===== src/rtl/scan_seq3_pkg.sv =====
// Shared types and helpers for the channel scanner and its round-robin search.
// Combinational helpers only; no state.
package scan_pkg;

    localparam int NCH  = 8;
    localparam int SELW = 3;

    typedef enum logic {
        IDLE = 1'b0,
        SCAN = 1'b1
    } state_t;

    // Lowest enabled channel; returns 0 for an empty mask (callers gate on that).
    function automatic logic [SELW-1:0] lowest_set(input logic [NCH-1:0] m);
        logic [SELW-1:0] r;
        r = '0;
        for (int i = NCH - 1; i >= 0; i--) begin
            if (m[i]) r = SELW'(i);
        end
        return r;
    endfunction

endpackage


===== src/rtl/scan_seq3_if.sv =====
// Control and select bundle between the scanner and its user.
// master drives requests and mask; slave (the scanner) drives select and strobes.
interface scan_seq3_if;
    import scan_pkg::*;

    logic            start;
    logic            stop;
    logic [NCH-1:0]  mask;
    logic            x;
    logic            y;
    logic            z;
    logic            active;
    logic            wrap;
    logic            done;

    modport master (
        output start, stop, mask,
        input  x, y, z, active, wrap, done
    );

    modport slave (
        input  start, stop, mask,
        output x, y, z, active, wrap, done
    );
endinterface


===== src/rtl/scan_seq3_rr_next_idx.sv =====
// Circular priority search: next enabled channel strictly above cur, cur itself last.
// Purely combinational; wrapped flags a result at or below cur.
module rr_next_idx
    import scan_pkg::*;
(
    input  logic [NCH-1:0]  mask,
    input  logic [SELW-1:0] cur,
    output logic [SELW-1:0] nxt,
    output logic            wrapped,
    output logic            none
);

    logic [SELW-1:0] cand;
    logic            found;

    always_comb begin
        nxt   = cur;
        cand  = cur;
        found = 1'b0;
        // Offset NCH lands back on cur thanks to the 3-bit modulo add.
        for (int k = 1; k <= NCH; k++) begin
            cand = cur + SELW'(k);
            if (!found && mask[cand]) begin
                nxt   = cand;
                found = 1'b1;
            end
        end
        none    = ~|mask;
        wrapped = !none && (nxt <= cur);
    end

endmodule


===== src/rtl/scan_seq3.sv =====
// Steps a 3-bit select through enabled mask channels, DWELL cycles each.
// Select valid one cycle after start; wrap/done decode the current state combinationally.
module scan_seq3
    import scan_pkg::*;
#(
    parameter int DWELL   = 4,
    parameter bit ONESHOT = 1'b0
) (
    input  logic       clk,
    input  logic       rst,
    scan_seq3_if.slave bus
);

    localparam int DW = (DWELL > 1) ? $clog2(DWELL) : 1;
    localparam logic [DW-1:0] DLAST = DW'(DWELL - 1);

    state_t          state_q, state_d;
    logic [SELW-1:0] idx_q, idx_d;
    logic [DW-1:0]   dcnt_q, dcnt_d;

    logic [SELW-1:0] nxt;
    logic            wrapped;
    logic            none;
    logic            at_adv;

    rr_next_idx u_next (
        .mask    (bus.mask),
        .cur     (idx_q),
        .nxt     (nxt),
        .wrapped (wrapped),
        .none    (none)
    );

    always_ff @(posedge clk) begin
        if (rst) begin
            state_q <= IDLE;
            idx_q   <= '0;
            dcnt_q  <= '0;
        end else begin
            state_q <= state_d;
            idx_q   <= idx_d;
            dcnt_q  <= dcnt_d;
        end
    end

    // Advance point; a concurrent stop pre-empts it, so no wrap/done then.
    assign at_adv = (state_q == SCAN) && (dcnt_q == DLAST) && !bus.stop;

    always_comb begin
        state_d = state_q;
        idx_d   = idx_q;
        dcnt_d  = dcnt_q;
        unique case (state_q)
            IDLE: begin
                if (bus.start && !bus.stop && (|bus.mask)) begin
                    state_d = SCAN;
                    idx_d   = lowest_set(bus.mask);
                    dcnt_d  = '0;
                end
            end
            SCAN: begin
                if (bus.stop) begin
                    state_d = IDLE;
                    dcnt_d  = '0;
                end else if (dcnt_q != DLAST) begin
                    dcnt_d = dcnt_q + 1'b1;
                end else begin
                    dcnt_d = '0;
                    if (none || (ONESHOT && wrapped)) begin
                        state_d = IDLE;
                    end else begin
                        idx_d = nxt;
                    end
                end
            end
            default: state_d = IDLE;
        endcase
    end

    assign bus.active = (state_q == SCAN);
    assign bus.x      = bus.active & idx_q[2];
    assign bus.y      = bus.active & idx_q[1];
    assign bus.z      = bus.active & idx_q[0];
    assign bus.wrap   = at_adv && wrapped;
    assign bus.done   = at_adv && (none || (ONESHOT && wrapped));

endmodule


===== src/flat_wrapper.sv =====
// flat-port wrapper written by rule: the top's interface ports become plain ports
module scan_seq3_flat import scan_pkg::*;
#(
    parameter int DWELL   = 4,
    parameter bit ONESHOT = 1'b0
)
  (clk, rst, bus_start, bus_stop, bus_mask, bus_x, bus_y, bus_z, bus_active, bus_wrap, bus_done);
  scan_seq3_if bus_i ();
  input  logic clk;
  input  logic rst;
  input wire logic [$bits(bus_i.start)-1:0] bus_start;
  input wire logic [$bits(bus_i.stop)-1:0] bus_stop;
  input wire logic [$bits(bus_i.mask)-1:0] bus_mask;
  output wire logic [$bits(bus_i.x)-1:0] bus_x;
  output wire logic [$bits(bus_i.y)-1:0] bus_y;
  output wire logic [$bits(bus_i.z)-1:0] bus_z;
  output wire logic [$bits(bus_i.active)-1:0] bus_active;
  output wire logic [$bits(bus_i.wrap)-1:0] bus_wrap;
  output wire logic [$bits(bus_i.done)-1:0] bus_done;
  assign bus_i.start = bus_start;
  assign bus_i.stop = bus_stop;
  assign bus_i.mask = bus_mask;
  assign bus_x = bus_i.x;
  assign bus_y = bus_i.y;
  assign bus_z = bus_i.z;
  assign bus_active = bus_i.active;
  assign bus_wrap = bus_i.wrap;
  assign bus_done = bus_i.done;
  scan_seq3 #(.DWELL(DWELL), .ONESHOT(ONESHOT)) u_core (.clk(clk), .rst(rst), .bus(bus_i));
endmodule

===== config.mk =====
export PLATFORM = sky130hd
export DESIGN_NAME = scan_seq3_flat
export DESIGN_NICKNAME = d
export VERILOG_FILES = /design/src/rtl/scan_seq3_pkg.sv /design/src/rtl/scan_seq3_if.sv /design/src/rtl/scan_seq3_rr_next_idx.sv /design/src/rtl/scan_seq3.sv /design/src/flat_wrapper.sv
export SDC_FILE = /design/constraint.sdc
export NUM_CORES = 1
export LEC_CHECK = 0
export CELL_PAD_IN_SITES_DETAIL_PLACEMENT = 0
export CELL_PAD_IN_SITES_GLOBAL_PLACEMENT = 1
export CORE_MARGIN = 1.5
export CORE_UTILIZATION = 25
export DETAILED_ROUTE_END_ITERATION = 10
export PLACE_DENSITY_LB_ADDON = 0.15
export SLEW_MARGIN = 25
export SYNTH_ARGS = -nofsm -noshare
export SYNTH_HDL_FRONTEND = slang
export SYNTH_SLANG_ARGS = --single-unit

===== constraint.sdc =====
create_clock -name clk -period 5.2 [get_ports clk]
set_input_delay 1.04 -clock clk [delete_from_list [all_inputs] [get_ports clk]]
set_output_delay 1.04 -clock clk [all_outputs]
set_load 0.1 [all_outputs]

Yosys cells after proc, flatten, opt, wreduce, memory -nomap -nowiden
Index checks and enable logic that the tools add are counted.
{ "op_classes": {"multipliers": 0, "n_lt_le_gt_ge": 9, "muxes": 53, "addsub": 8, "n_eq_ne": 6, "n_bitwise": 4, "n_shift": 0, "reduce_logical": 25, "n_div": 0} }
{ "ops": {"columns": ["cell", "n"], "rows": [
  ["two-way mux 3 bit", 20],
  ["< comparator 3 x 4 -> 1 bit, second input constant", 8],
  ["binary-select mux 1 bit (select 3 bit)", 8],
  ["two-way mux 1 bit", 19],
  ["logical AND 1 bit", 14],
  ["adder 3 bit, second input constant", 4],
  ["logical NOT 1 bit", 9],
  ["inequality test 2 bit, second input constant", 4],
  ["OR reduction 8 bit", 1],
  ["adder 3 x 2 -> 3 bit, second input constant", 2],
  ["two-way mux 2 bit", 3],
  ["case mux 3 bit (2 select lines)", 1],
  ["case mux 2 bit (2 select lines)", 1],
  ["AND reduction 4 bit", 1],
  ["adder 3 x 1 -> 3 bit, second input constant", 1],
  ["AND 1 bit", 3],
  ["less-or-equal comparator 3 bit", 1],
  ["adder 2 x 1 -> 2 bit, second input constant", 1],
  ["== test 2 bit, second input constant", 1],
  ["inequality test 2 x 1 -> 1 bit, second input constant", 1],
  ["case mux 1 bit (2 select lines)", 1],
  ["inverter 1 bit", 1]
]} }
{ "word_totals": {"input_bits": 12, "latchBits": 0, "n_memories": 0, "out_inout_bits": 6, "romBits": 0, "wordCells": 108, "register_bits": 6, "ram_bits": 0} }

Longest topological paths before layout
Gate-level depths: netlist of the first run.
{ "logic_depth": {"word_depth": 29, "ltp_mapped": 18, "ltp_nobuf": 14} }

By module
Synthesis of the first run repeated with hierarchy kept, for this count alone.
{ "unflattened": {"hier_cells": 153, "hier_area_um2": 1378.8} }
{ "modules_own_cells": {"columns": ["mod", "seq_area_each_um2", "area_per_inst_um2", "instances", "cells_per_inst"], "rows": [
  ["rr_next_idx", 0.0, 954.7, 1, 100],
  ["scan_seq3", 120.1, 424.2, 1, 53]
]} }

Worst setup path after synthesis of the first run
OpenSTA, ideal clock, no wires.
{ "synth_path": {"path_kind": "register to output", "from": "reg u_core.idx_q[0]", "to": "out bus_wrap", "n_path_buf": 3, "required_time_ns": 4.160, "stages_incl_launch_ff": 17, "path_slack_ns": -0.816, "t_arrival_ns": 4.976, "path_cell_list": "dfxtp_1 buf_6 clkbuf_1 inv_1 ha_1 buf_6 mux2_4 mux4_2 or2_1 or4_1 nand4_1 nand2_1 ha_1 a21o_1 a21oi_1 a31oi_1 nor2_1"} }
{ "synth_via": {"elab_chain_len": 28, "elab_cells_between_ends": 55, "cone_classes": "add/sub: 7; order compare: 1; mux: 31; reduce/logical: 16"} }
{ "synth_lines": {"columns": ["item", "line", "rtl"], "rows": [
  ["start: declaration", "scan_seq3.sv:18", "logic [SELW-1:0] idx_q, idx_d;"],
  ["start signal: assignment", "scan_seq3.sv:41", "idx_q <= idx_d;"],
  ["adder 3 x 1 -> 3 bit", "scan_seq3_rr_next_idx.sv:22", "cand = cur + SELW'(k);"],
  ["binary-select mux 1 bit (select 3 bit)", "scan_seq3_rr_next_idx.sv:23", "if (!found && mask[cand]) begin"],
  ["two-way mux 1 bit (implied by the code)", "scan_seq3_rr_next_idx.sv:23", null],
  ["two-way mux 1 bit", "scan_seq3_rr_next_idx.sv:23", null],
  ["logical NOT 1 bit", "scan_seq3_rr_next_idx.sv:23", null],
  ["logical AND 1 bit", "scan_seq3_rr_next_idx.sv:23", null],
  ["two-way mux 1 bit", "scan_seq3_rr_next_idx.sv:23", null],
  ["logical NOT 1 bit", "scan_seq3_rr_next_idx.sv:23", null],
  ["[... 12 more ...]", null, null],
  ["logical AND 1 bit", "scan_seq3_rr_next_idx.sv:23", null],
  ["two-way mux 1 bit", "scan_seq3_rr_next_idx.sv:23", null],
  ["logical NOT 1 bit", "scan_seq3_rr_next_idx.sv:23", null],
  ["logical AND 1 bit", "scan_seq3_rr_next_idx.sv:23", null],
  ["two-way mux 3 bit", "scan_seq3_rr_next_idx.sv:23", null],
  ["less-or-equal comparator 3 bit *", "scan_seq3_rr_next_idx.sv:29", "wrapped = !none && (nxt <= cur);"],
  ["logical AND 1 bit *", "scan_seq3_rr_next_idx.sv:29", null],
  ["logical AND 1 bit *", "scan_seq3.sv:84", "assign bus.wrap = at_adv && wrapped;"],
  ["end: declaration", "flat_wrapper.sv:18", "output wire logic [$bits(bus_i.wrap)-1:0] bus_wrap;"]
]} }
Mark *: on every way between the ends. The rest lies on a longest branch, timed or not. The select of a mux whose other input is x is not followed.

Worst setup path after layout of the first run
{ "layout_path": {"from": "in bus_mask[5]", "to": "out bus_wrap"} }
{ "layout_via": {"elab_chain_len": 27, "elab_cells_between_ends": 49, "cone_classes": "order compare: 1; mux: 31; reduce/logical: 17"} }
{ "layout_lines": {"columns": ["item", "line", "rtl"], "rows": [
  ["start: declaration", "flat_wrapper.sv:13", "input wire logic [$bits(bus_i.mask)-1:0] bus_mask;"],
  ["binary-select mux 1 bit (select 3 bit)", "scan_seq3_rr_next_idx.sv:23", null],
  ["two-way mux 1 bit (implied by the code)", "scan_seq3_rr_next_idx.sv:23", null],
  ["two-way mux 1 bit", "scan_seq3_rr_next_idx.sv:23", null],
  ["logical NOT 1 bit", "scan_seq3_rr_next_idx.sv:23", null],
  ["logical AND 1 bit", "scan_seq3_rr_next_idx.sv:23", null],
  ["two-way mux 1 bit", "scan_seq3_rr_next_idx.sv:23", null],
  ["logical NOT 1 bit", "scan_seq3_rr_next_idx.sv:23", null],
  ["logical AND 1 bit", "scan_seq3_rr_next_idx.sv:23", null],
  ["[... 11 more ...]", null, null],
  ["logical AND 1 bit", "scan_seq3_rr_next_idx.sv:23", null],
  ["two-way mux 1 bit", "scan_seq3_rr_next_idx.sv:23", null],
  ["logical NOT 1 bit", "scan_seq3_rr_next_idx.sv:23", null],
  ["logical AND 1 bit", "scan_seq3_rr_next_idx.sv:23", null],
  ["two-way mux 3 bit", "scan_seq3_rr_next_idx.sv:23", null],
  ["less-or-equal comparator 3 bit", "scan_seq3_rr_next_idx.sv:29", null],
  ["logical AND 1 bit *", "scan_seq3_rr_next_idx.sv:29", null],
  ["logical AND 1 bit *", "scan_seq3.sv:84", null]
]} }
Marks and branches as above.

==> metrics.txt, run 1 <==
status=complete, no violations; Post-Route Utilization=a little under two fifths; DP Wirelength=between 3000 and 4000 um; antenna diode count=0; die area=between 6000 and 7000 um^2; I/O pin count=18; FF-to-FF path depth=26; Rel. slew slack=34.61%; most common library cell in the layout ignoring fill and taps=buf_4; Hold Crit Class=register to register; RSZ-0062 raised after global routing=false; Clock Tree Root=clkbuf_8; Num CTS Buffers=3; WL/cell=between 15 and 20 um; port bufs=17; Yosys warning total=0; via count=roughly 1700; effective utilization at floorplan=26.22%; die height=79.46 um; Clock Power Share=17.0%; Slew Limit Fails=0; setup_tns=0 ns; # H-tree levels=1; setup violators final=0; Sequential Power Share=between 10% and 20%; Syn Nets=200; synth unique cells=between 50 and 60; commonest cells after routing, fill and taps aside=50 x buf_4, 20 x nand2_1, 12 x mux4_2, 12 x nor2_1, 11 x a21oi_1; Core ar.=about 5600 um^2; number of global-route vias before repair=1715; first-pass GRT wire length=about 8400 um; fin crit share=97.58%; Psw=~0.15 mW; Worst-Margin Slew=just under 1 ns; clock buffer depth=2; post-synthesis cell area=about 1500 um^2; drt via density=5.494; skew final=0.002819 ns; P_leak=between 0.8 and 0.9 nW; CP Capture Type=primary output; CTS tree=done; Gate power share=a little over two thirds; Hold Path Depth=2; Gate Count Post-Synth=roughly 180; Rows=27; DRT iter0 DRCs=about 110; Pwr per Cell Area=between 150 and 200 nW/um^2; cell internal pwr=approximately 0.26 mW; #FFs+latches synth=6; initial antenna violation count=0; Seq/Total Area, Yosys=under 10%; largest net degree at the start of global routing=20; critical path peak fanout=4; critical path class=primary input to primary output; Sw Ratio=~37%; Multi-input gate area=1272 um^2; drt drc=0; Post-synth EDFFs=0; Area growth, synth to finish=43.75%; TritonRoute pass-1 iters=4; DP Cell Count=between 200 and 300; CTS Hold Bufs=0; total grt overflow=0; critical path launch point type=primary input; Final Hold Viols=0; Max Clk Rate=approximately 0.20 GHz; clock sink count=6; Tot GR Track Use=16.63%; Layout fillers=about 590; asr flop ratio synth=0%; worst skew pair latency=0.22 ns; Primary FF master, synth=dfxtp_1; Routed WL=between 5000 and 6000 um; worst vdd rail ir drop=around 0.076 mV; Placer Congestion=between 0.8 and 0.9; worst path required time=approximately 4.2 ns; post-place setup slack=-0.2022 ns; Clock Pin Slew Worst Setup and Hold Paths=roughly 0.040 ns; Die X=a little under 80 um; Nets=about 260; Final min period=a little over 5 ns; max-cap violations=0; sequential cell area=between 100 and 150 um^2; layout cells sized above 1=a little over a third; final std cells w/o fill=between 300 and 400; setup slack after layout=between 0.1 and 0.15 ns; Final ANT Viol Nets=0; Syn Area/Cell=~8 um^2; crit path DAT=between 4 and 5 ns
flip-flops by register name (all words and copies together), names as in the netlist:
register,cells
u_core.idx_q,3
u_core.dcnt_q,2
u_core.bus.active,1
layer usage:
metal / part of all wire [%] / GRT usage [%] / up-vias
met2: 50 / 28.98 / 52
met4: 0.20 / 3.158 / 0
met3: 2.8 / 0.8000 / 2
met1: 47 / 22.75 / 828
li1: - / - / 810
met5: 0 / 0 / -
final cells by class:
class | instances | share of cell area (%)
multi-input cells | 150 | 60.57
repair buffers | 66 | 25.49
flip-flops and latches | 6 | 5.718
well taps | 72 | 4.288
clock buffers | 3 | 1.965
inverters | 11 | 1.965
what timing repair did:
| action | 4_1_cts | 5_1_grt |
|---|---|---|
| buffers inserted | 17 | 0 |
| resized for setup | 14 | 3 |
| endpoints found under the setup margin | 1 | 1 |
| pin swaps | 2 | 0 |
synth_stat cells (3+ instances only):
cell type,instances,area (um^2)
nand2_1,20,75.07
nor2_1,14,52.55
mux4_2,12,270.3
a21oi_1,11,55.05
clkbuf_1,9,33.78
inv_1,9,33.78
a211oi_1,6,45.04
dfxtp_1,6,120.1
ha_1,6,75.07
mux2i_1,6,60.06
o21ai_0,6,30.03
mux2_2,5,56.30
and2_1,4,25.02
buf_2,4,20.02
nor3_1,4,20.02
o22ai_1,4,25.02
nor4_1,3,18.77
o211ai_1,3,22.52
or3_1,3,18.77
critical path: stages:
cell	delay, ns
dlygate4sd2_1	0.30
mux2_2	0.31
mux4_2	0.52
or2_1	0.26
or4_1	0.41
nand4_1	0.14
nand2_1	0.07
ha_1	0.31
a21o_1	0.16
a21oi_1	0.13
a31oi_1	0.08
nor2_4	0.13
buf_12	0.18
through the flow:
step	hold WS, ns	power [mW]	instance area, um^2
finish	0.5171	0.4089	2101
global route	0.5508	0.4356	2101
CTS	0.5125	0.4019	2088
detailed placement	0.5011	0.2741	1901
global placement	0.4830	0.2730	1901
floorplan	0.4695	0.1941	1470
power groups by stage:
stage	sequential (mW)	clock [mW]	combinational, mW
2_1_floorplan	0.0536	0	0.141
3_3_place_gp	0.0535	0	0.220
3_5_place_dp	0.0536	0	0.221
4_1_cts	0.0530	0.0716	0.277
5_1_grt	0.0539	0.0731	0.309
6_report	0.0533	0.0696	0.286
path summary, 6_finish.rpt:
| path | from | to | slack [ns] |
|---|---|---|---|
| max reg2reg | u_core.idx_q[0] | u_core.idx_q[1] | 0.23 |
| max | bus_mask[5] | bus_wrap | 0.13 |
| min | u_core.dcnt_q[1] | u_core.dcnt_q[1] | 0.52 |
| min reg2reg | u_core.dcnt_q[1] | u_core.dcnt_q[1] | 0.52 |
logic make-up (layout without fill, tap and decap cells):
| group | count (synthesis) | count (layout) | synth area share, % |
|---|---|---|---|
| buffers and inverters | 26 | 80 | 8.047 |
| xor gates and xnor gates | 3 | 3 | 2.312 |
| adders and majority gates | 6 | 6 | 5.137 |
| muxes | 26 | 26 | 30.22 |
| AOI/OAI and AO/OA | 51 | 51 | 24.23 |
| and+or+nand+nor | 64 | 64 | 21.83 |
| DFF | 6 | 6 | 8.220 |
Power figures use the tool's default switching activity.
==> run 2: changes to the inputs <==
- CAP_MARGIN: not set -> 20
==> results of run 2 <==
The final DEF is identical to that of run 1; final timing and power are the same.
